File: src/rtl/ym_bus_master_if.sv
// Request/response and PSG bus signals shared between the bus master and its client/PSG.
interface ym_bus_master_if;
  logic       REQ_VALID;
  logic       REQ_READY;
  logic       REQ_WR;
  logic [3:0] REQ_ADDR;
  logic [7:0] REQ_DATA;
  logic       RSP_VALID;
  logic [7:0] RSP_DATA;
  logic       BDIR;
  logic       BC;
  logic [7:0] BUS_DO;
  logic [7:0] BUS_DI;
  logic       BUSY;

  modport master (
    input  REQ_VALID, REQ_WR, REQ_ADDR, REQ_DATA, BUS_DI,
    output REQ_READY, RSP_VALID, RSP_DATA, BDIR, BC, BUS_DO, BUSY
  );

  modport slave (
    output REQ_VALID, REQ_WR, REQ_ADDR, REQ_DATA, BUS_DI,
    input  REQ_READY, RSP_VALID, RSP_DATA, BDIR, BC, BUS_DO, BUSY
  );
endinterface

File: src/rtl/ym_bus_master.sv
// Queues PSG register read/write requests and sequences them onto the BDIR/BC bus,
// skipping the address phase when the PSG already has the target register latched.
module ym_bus_master #(
  parameter int unsigned FIFO_DEPTH = 4,
  parameter int unsigned PHASE_CYC  = 2
) (
  input  logic CLK,
  input  logic RESET_N,
  input  logic CE,
  ym_bus_master_if.master bus
);
  localparam int unsigned AW = $clog2(FIFO_DEPTH);
  localparam logic [AW:0] DEPTH_C = (AW+1)'(FIFO_DEPTH);
  localparam logic [3:0]  PH_LOAD = 4'(PHASE_CYC - 1);

  typedef enum logic [2:0] {S_IDLE, S_ADDR, S_GAP_A, S_XFER_W, S_XFER_R, S_GAP_E} state_t;

  typedef struct packed {
    logic       wr;
    logic [3:0] addr;
    logic [7:0] data;
  } req_t;

  req_t          mem_q [FIFO_DEPTH];
  logic [AW-1:0] wptr_q, rptr_q;
  logic [AW:0]   cnt_q;
  state_t        state_q, state_d;
  logic [3:0]    phase_q, phase_d;
  req_t          cur_q, cur_d;
  logic          cache_v_q, cache_v_d;
  logic [3:0]    cache_a_q, cache_a_d;
  logic          rsp_valid_q, rsp_valid_d;
  logic [7:0]    rsp_data_q, rsp_data_d;
  logic          push, pop;
  req_t          head;
  logic          bdir, bc;
  logic [7:0]    bus_do;

  assign push = bus.REQ_VALID && (cnt_q != DEPTH_C);
  assign head = mem_q[rptr_q];

  always_ff @(posedge CLK) begin
    if (push) mem_q[wptr_q] <= '{wr: bus.REQ_WR, addr: bus.REQ_ADDR, data: bus.REQ_DATA};
  end

  always_comb begin
    state_d     = state_q;
    phase_d     = phase_q;
    cur_d       = cur_q;
    cache_v_d   = cache_v_q;
    cache_a_d   = cache_a_q;
    rsp_valid_d = 1'b0;
    rsp_data_d  = rsp_data_q;
    pop         = 1'b0;
    if (CE) begin
      if (state_q == S_IDLE) begin
        if (cnt_q != '0) begin
          pop     = 1'b1;
          cur_d   = head;
          phase_d = PH_LOAD;
          if (cache_v_q && (cache_a_q == head.addr)) state_d = head.wr ? S_XFER_W : S_XFER_R;
          else                                        state_d = S_ADDR;
        end
      end else if (phase_q != '0) begin
        phase_d = phase_q - 4'd1;
      end else begin
        phase_d = PH_LOAD;
        unique case (state_q)
          S_ADDR: begin
            state_d   = S_GAP_A;
            cache_v_d = 1'b1;
            cache_a_d = cur_q.addr;
          end
          S_GAP_A:  state_d = cur_q.wr ? S_XFER_W : S_XFER_R;
          S_XFER_W: state_d = S_GAP_E;
          S_XFER_R: begin
            state_d     = S_GAP_E;
            rsp_valid_d = 1'b1;
            rsp_data_d  = bus.BUS_DI;
          end
          default:  state_d = S_IDLE;
        endcase
      end
    end
  end

  always_ff @(posedge CLK or negedge RESET_N) begin
    if (!RESET_N) begin
      wptr_q      <= '0;
      rptr_q      <= '0;
      cnt_q       <= '0;
      state_q     <= S_IDLE;
      phase_q     <= '0;
      cur_q       <= '0;
      cache_v_q   <= 1'b0;
      cache_a_q   <= '0;
      rsp_valid_q <= 1'b0;
      rsp_data_q  <= '0;
    end else begin
      if (push) wptr_q <= wptr_q + 1'b1;
      if (pop)  rptr_q <= rptr_q + 1'b1;
      case ({push, pop})
        2'b10:   cnt_q <= cnt_q + 1'b1;
        2'b01:   cnt_q <= cnt_q - 1'b1;
        default: cnt_q <= cnt_q;
      endcase
      state_q     <= state_d;
      phase_q     <= phase_d;
      cur_q       <= cur_d;
      cache_v_q   <= cache_v_d;
      cache_a_q   <= cache_a_d;
      rsp_valid_q <= rsp_valid_d;
      rsp_data_q  <= rsp_data_d;
    end
  end

  // Bus pins decode straight from the state register so reset clears them without a clock.
  always_comb begin
    bdir   = 1'b0;
    bc     = 1'b0;
    bus_do = '0;
    case (state_q)
      S_ADDR: begin
        bdir   = 1'b1;
        bc     = 1'b1;
        bus_do = {4'h0, cur_q.addr};
      end
      S_XFER_W: begin
        bdir   = 1'b1;
        bus_do = cur_q.data;
      end
      S_XFER_R: bc = 1'b1;
      default: ;
    endcase
  end

  assign bus.BDIR      = bdir;
  assign bus.BC        = bc;
  assign bus.BUS_DO    = bus_do;
  assign bus.REQ_READY = (cnt_q != DEPTH_C);
  assign bus.RSP_VALID = rsp_valid_q;
  assign bus.RSP_DATA  = rsp_data_q;
  assign bus.BUSY      = (cnt_q != '0) || (state_q != S_IDLE);
endmodule

File: src/flat_wrapper.sv
// flat-port wrapper written by rule: the top's interface ports become plain ports
module ym_bus_master_flat 
#(
  parameter int unsigned FIFO_DEPTH = 4,
  parameter int unsigned PHASE_CYC  = 2
)
  (CLK, RESET_N, CE, bus_REQ_VALID, bus_REQ_WR, bus_REQ_ADDR, bus_REQ_DATA, bus_BUS_DI, bus_REQ_READY, bus_RSP_VALID, bus_RSP_DATA, bus_BDIR, bus_BC, bus_BUS_DO, bus_BUSY);
  ym_bus_master_if bus_i ();
  input  logic CLK;
  input  logic RESET_N;
  input  logic CE;
  input wire logic [$bits(bus_i.REQ_VALID)-1:0] bus_REQ_VALID;
  input wire logic [$bits(bus_i.REQ_WR)-1:0] bus_REQ_WR;
  input wire logic [$bits(bus_i.REQ_ADDR)-1:0] bus_REQ_ADDR;
  input wire logic [$bits(bus_i.REQ_DATA)-1:0] bus_REQ_DATA;
  input wire logic [$bits(bus_i.BUS_DI)-1:0] bus_BUS_DI;
  output wire logic [$bits(bus_i.REQ_READY)-1:0] bus_REQ_READY;
  output wire logic [$bits(bus_i.RSP_VALID)-1:0] bus_RSP_VALID;
  output wire logic [$bits(bus_i.RSP_DATA)-1:0] bus_RSP_DATA;
  output wire logic [$bits(bus_i.BDIR)-1:0] bus_BDIR;
  output wire logic [$bits(bus_i.BC)-1:0] bus_BC;
  output wire logic [$bits(bus_i.BUS_DO)-1:0] bus_BUS_DO;
  output wire logic [$bits(bus_i.BUSY)-1:0] bus_BUSY;
  assign bus_i.REQ_VALID = bus_REQ_VALID;
  assign bus_i.REQ_WR = bus_REQ_WR;
  assign bus_i.REQ_ADDR = bus_REQ_ADDR;
  assign bus_i.REQ_DATA = bus_REQ_DATA;
  assign bus_i.BUS_DI = bus_BUS_DI;
  assign bus_REQ_READY = bus_i.REQ_READY;
  assign bus_RSP_VALID = bus_i.RSP_VALID;
  assign bus_RSP_DATA = bus_i.RSP_DATA;
  assign bus_BDIR = bus_i.BDIR;
  assign bus_BC = bus_i.BC;
  assign bus_BUS_DO = bus_i.BUS_DO;
  assign bus_BUSY = bus_i.BUSY;
  ym_bus_master #(.FIFO_DEPTH(FIFO_DEPTH), .PHASE_CYC(PHASE_CYC)) u_core (.CLK(CLK), .RESET_N(RESET_N), .CE(CE), .bus(bus_i));
endmodule
File: config.mk
export PLATFORM = sky130hd
export DESIGN_NAME = ym_bus_master_flat
export DESIGN_NICKNAME = d
export VERILOG_FILES = /design/src/rtl/ym_bus_master_if.sv /design/src/rtl/ym_bus_master.sv /design/src/flat_wrapper.sv
export SDC_FILE = /design/constraint.sdc
export NUM_CORES = 1
export LEC_CHECK = 0
export CAP_MARGIN = 20
export CORE_MARGIN = 2
export CORE_UTILIZATION = 55
export DETAILED_ROUTE_END_ITERATION = 6
export PLACE_DENSITY = 0.75
export SKIP_LAST_GASP = 1
export SLEW_MARGIN = 5
export SYNTH_ARGS = -nofsm -noshare
export SYNTH_HDL_FRONTEND = slang
export SYNTH_SLANG_ARGS = --single-unit
File: constraint.sdc
create_clock -name CLK -period 3.45 [get_ports CLK]
set_clock_uncertainty 0.2 [all_clocks]
set_input_delay 0.8625 -clock CLK [delete_from_list [all_inputs] [get_ports CLK]]
set_output_delay 0.8625 -clock CLK [all_outputs]
set_load 0.02 [all_outputs]
### Word level (Yosys, flattened, before mapping)

Memory sizes are Yosys's and may differ from the RTL's.
Index checks and enable logic that the tools add are counted.
Widths: inputs -> output; s select.

| operators by class | value |
|---|---|
| add/sub/neg operators | 5 |
| equal/unequal tests | 10 |
| muxes and demuxes | 23 |
| bitwise logic cells | 2 |
| reduce and logical (&&, ||, !) cells | 16 |

Operator list:

| operator | number |
|---|---|
| $mux 3 | 6 |
| $pmux 8 s2 | 1 |
| $mux 4 | 3 |
| $mux 1 | 11 |
| $pmux 3 s3 | 1 |
| $reduce_and 4->1 | 2 |
| $eq 3x2->1 const B | 2 |
| $pmux 3 s2 | 1 |
| $reduce_and 3->1 | 2 |
| $reduce_bool 3->1 | 2 |
| $reduce_or 2->1 | 3 |
| $add 2x1->2 const B | 2 |
| $eq 4x4->1 | 1 |
| $reduce_bool 4->1 | 1 |
| $sub 4x1->4 const B | 1 |
| $add 3x1->3 const B | 1 |
| $eq 3x1->1 const B | 1 |
| $eq 3x3->1 const B | 1 |
| $logic_not 3->1 | 1 |
| $ne 3x3->1 const B | 1 |
| $sub 3x1->3 const B | 1 |
| $eq 2x1->1 const B | 1 |
| $eq 2x2->1 const B | 1 |
| $logic_and 1x1->1 | 2 |
| 6 further kinds | 7 |

| word-level totals | value |
|---|---|
| register bits after elaboration | 41 |
| bits in writable memories | 52 |
| output and inout port bits | 21 |
| logic and storage cells | 69 |
| memories kept | 1 |

Memory list:

| memory | words | width | rd ports | clocked after memory_dff | write ports | line | RTL |
|---|---|---|---|---|---|---|---|
| u_core.mem_q | 4 | 13 | 1 | 0 | 1 | ym_bus_master.sv:24 | `req_t mem_q [FIFO_DEPTH];` |

### Longest topological paths before layout

| logic depth | value |
|---|---|
| depth in word-level cells | 6 |
| gate-level depth with buffers | 11 |
| mapped depth without buffers | 10 |

### Least setup slack after synthesis

Ideal clock, no wire load.

| path | value |
|---|---|
| path kind | input-to-reg |
| start | in CE |
| end | reg u_core.cnt_q[2] |
| library setup time | 79 ps |
| arrival | 2314 ps |
| data required time | 3171 ps |
| setup slack | 857 ps |
| stages | 9 |
| path buffers | 2 |
| cell sequence | and3_1 -> buf_2 -> buf_4 -> ha_1 -> inv_1 -> fa_1 -> xor2_1 -> nor2_1 -> xor2_1 |

| on the way | value |
|---|---|
| word-level cells in the longest chain between the ends | 3 |

Ends and longest elaborated chain:

| element | line | RTL |
|---|---|---|
| start, declared | flat_wrapper.sv:11 | `input logic CE;` |
| $mux 1 (*) | ym_bus_master.sv:55 | `if (CE) begin` |
| via u_core.pop | ym_bus_master.sv:34 | `logic push, pop;` |
| $eq 2x1->1 / $eq 2x2->1 (equally long branches) | ym_bus_master.sv:102 | `case ({push, pop})` |
| $pmux 3 s2 / $reduce_bool 2->1 (equally long branches) | - |  |
| end signal, assigned | ym_bus_master.sv:103 | `2'b10: cnt_q <= cnt_q + 1'b1;` |
| end signal, assigned | ym_bus_master.sv:104 | `2'b01: cnt_q <= cnt_q - 1'b1;` |
| end signal, assigned | ym_bus_master.sv:105 | `default: cnt_q <= cnt_q;` |
| end, declared | ym_bus_master.sv:26 | `logic [AW:0] cnt_q;` |

Mark *: on every way through the listed nets, which the timed path passes. The rest lies on a longest branch.
A chain may end at the register's enable or synchronous reset.

### Worst setup path after layout

| path | value |
|---|---|
| start | reg u_core.state_q[2] |
| end | out bus_BUS_DO[4] |

| on the way | value |
|---|---|
| word-level cells in the longest chain between the ends | 2 |

Ends and longest elaborated chain:

| element | line | RTL |
|---|---|---|
| start, declared | ym_bus_master.sv:27 | `state_t state_q, state_d;` |
| start signal, assigned | ym_bus_master.sv:107 | `state_q <= state_d;` |
| $eq 3x2->1 / $eq 3x1->1 (equally long branches) | ym_bus_master.sv:122 | `case (state_q)` |
| $pmux 8 s2 (*) | ym_bus_master.sv:122 |  |
| end, declared | flat_wrapper.sv:22 | `output wire logic [$bits(bus_i.BUS_DO)-1:0] bus_BUS_DO;` |

Mark *: on every way between the ends. The rest lies on a longest branch, timed or not.

==> metrics.txt <==
top cell type's share of synthesized area=39.8%; CP required=2390 ps; placed cell areas=4470 um^2; Internal=2620 uW; DPL Wire Length=4480 um; most frequent cells after synthesis=52 x edfxtp_1, 41 x dfrtp_1, 23 x mux2_2; worst skew pair latency=360 ps; post-synthesis sequential area ratio=65.9%; max-capacitance violation count=0; clock group share of total power=18.7%; Area Overhead vs Synth=19.2%; ranking of synthesized cells by area=edfxtp_1 40%, dfrtp_1 26%, mux2_2 6.6%; Fill cells=495; hold endpoint=u_core.cnt_q[2]$_DFFE_PN0P_; Longest Clk Path Bufs=2; CP Class=reg -> out; Top FF cell, synth=edfxtp_1; layout cells sized above 1=17.5%; syn nets=284; Row Count=30; top-count cell post-synth=edfxtp_1; final setup TNS=0 ps; 1st-iter DRT viols=119; TritonRoute pass-1 iters=4; ANT nets after route=0; die area=7830 um^2; largest net degree at the start of global routing=42; gr ovfl total=0; status=finished, final reports clean; r2r setup slk=730 ps; final-report max-slew violation count=0; clock-pin slew on the worst setup and hold paths=90 ps; Hold Path Depth=1; Ys Warns=0; RSZ-0062 raised after global routing=false; initial core utilization=57.5%; antenna violations before repair=0; Yosys cell types=37; via count=2189; worst reg2reg path depth=8; type of the worst min-delay path=reg -> reg; routed len/inst=16.6 um; post-route cell area=4680 um^2; Die X=88.5 um; Syn Area/Cell=15.6 um^2; Cell Pwr Density=850 nW/um^2; leak pwr=0.00184 uW; EDFF count, synth=52; hold_buf cts=0; Routed Wire Length=6690 um; data arrival time of the worst path=2210 ps; Mapped Cells=252; peak supply drop=347 uV; Layout Nets=335; H-tree Lvls=3; Fin. Hold Viols=0; post-synthesis cell area=3930 um^2; CTS-repair resized insts=0; Reg area=2590 um^2; post-synth top area cell=edfxtp_1; DR DRC count=0; Crit. End Element=primary output; sequential share of power=45.2%; Worst Path Max Fanout=8; Comb power frac=36.1%; HP Start=u_core.cnt_q[2]$_DFFE_PN0P_; Total GRT Usage=19.2%; Hold Worst Slack=305 ps; Core Footprint=6830 um^2; Setup Buffers After CTS=0; CTS tree=built; first-pass GRT wire length=10900 um; Via-to-Cell Ratio=5.42; Sink Count=93; final period utilization=94.8%; I/O Buffers=45; Placer Congestion=0.817; min Tclk post-route=3270 ps; Fmax=306 MHz; area of the multi-input gates=1240 um^2; reg-to-reg startpoint=u_core.state_q[1]$_DFFE_PN0P_; Async SR Flop Fraction=44.1%; Root Buffer=clkbuf_8; Max-slew headroom=39.4%; Top Ports=46; synthesized flop and latch total=93; ANT cells=0; crit start category=flop; # setup viols final=0; switching share of power=34.0%; total CTS buffers=9; switching power=1350 uW; R2R Path End=u_core.cnt_q[2]$_DFFE_PN0P_; vias in the first global route=2225; die height=88.5 um; Worst-Margin Slew=908 ps
==> how the worst max path moves through the flow <==
| stage | endpoint | from | depth (start not counted) |
|---|---|---|---|
| finish | bus_BUS_DO[4] | u_core.state_q[2]$_DFFE_PN0P_ | 5 |
| global placement | u_core.cnt_q[2]$_DFFE_PN0P_ | CE | 8 |
| CTS | bus_BUS_DO[4] | u_core.state_q[2]$_DFFE_PN0P_ | 5 |
| floorplan | u_core.cnt_q[2]$_DFFE_PN0P_ | CE | 9 |
| global route | bus_BUS_DO[4] | u_core.state_q[2]$_DFFE_PN0P_ | 5 |
| detailed placement | u_core.cnt_q[2]$_DFFE_PN0P_ | CE | 8 |
==> critical path: stages (launching register included) <==
cell	delay, ps
dfrtp_1	480
inv_1	160
nand2_1	220
inv_1	200
and3_1	180
clkdlybuf4s50_1	610
==> final cells by class <==
cell class	instances	area share, %
Clock buffer	9	2.65
Clock inverter	7	1.77
Inverter	14	1.12
Multi-Input combinational cell	136	26.4
Sequential cell	93	55.3
Tap cell	96	2.57
Timing Repair Buffer	49	10.2
==> layout by cell type, fill, tap and decap left out, drive strengths merged, types with 5 or more instances in the layout <==
cell / count
a21oi: 5
dfrtp: 41
mux4: 12
clkbuf: 9
ha: 6
nand2b: 5
inv: 17
o21ai: 9
nand2: 13
xnor2: 6
and3: 9
clkdlybuf4s50: 44
edfxtp: 52
buf: 5
nor2: 9
mux2i: 11
mux2: 23
==> routing by layer <==
layer  track usage [%]  vias up  wire, um
li1                  -     1029         -
met1              25.0     1084      3020
met2              30.3       61      3220
met3              4.38       15       298
met4              10.1        0       146
met5                 0        -         0
==> power groups by stage <==
stage	combinational (uW)	clock, uW	sequential (uW)
6_report	1440	742	1800
5_1_grt	1590	802	1850
4_1_cts	1460	758	1800
3_5_place_dp	1450	0	1830
3_3_place_gp	1410	0	1810
2_1_floorplan	1030	0	1740
==> flip-flops by register name, indices dropped and copies added, names as in the netlist <==
signal / flops
u_core.cache_v_q: 1
u_core.wptr_q: 2
u_core.cache_a_q: 4
u_core.phase_q: 4
u_core.state_q: 3
u_core.rptr_q: 2
u_core.bus.RSP_DATA: 8
u_core.bus.RSP_VALID: 1
u_core.mem_q: 52
u_core.cnt_q: 3
u_core.cur_q: 13
==> logic make-up (layout without fill, tap and decap cells) <==
group                    after synthesis  after routing  synth area share [%]
flip-flops                            93             93                  65.9
AND/OR/NAND/NOR                       52             52                  6.79
multiplexers                          46             46                  16.8
buffers and inverters                 23             79                  2.58
AO/OA/AOI/OAI                         22             22                  3.51
XOR/XNOR                               9              9                  2.01
adder cells (fa/ha/maj)                7              7                  2.42
==> per-stage QoR <==
stage | instances | util [%] | setup WS (ps) | power, uW
6_report | 404 | 68.5 | 180 | 3980
5_1_grt | 404 | 68.5 | 37.2 | 4240
4_1_cts | 404 | 68.5 | 169 | 4020
3_5_place_dp | 388 | 65.5 | 460 | 3280
3_3_place_gp | 388 | 65.5 | 510 | 3220
2_1_floorplan | 252 | - | 857 | 2770
Note: power is estimated with default switching activity, not from simulation.
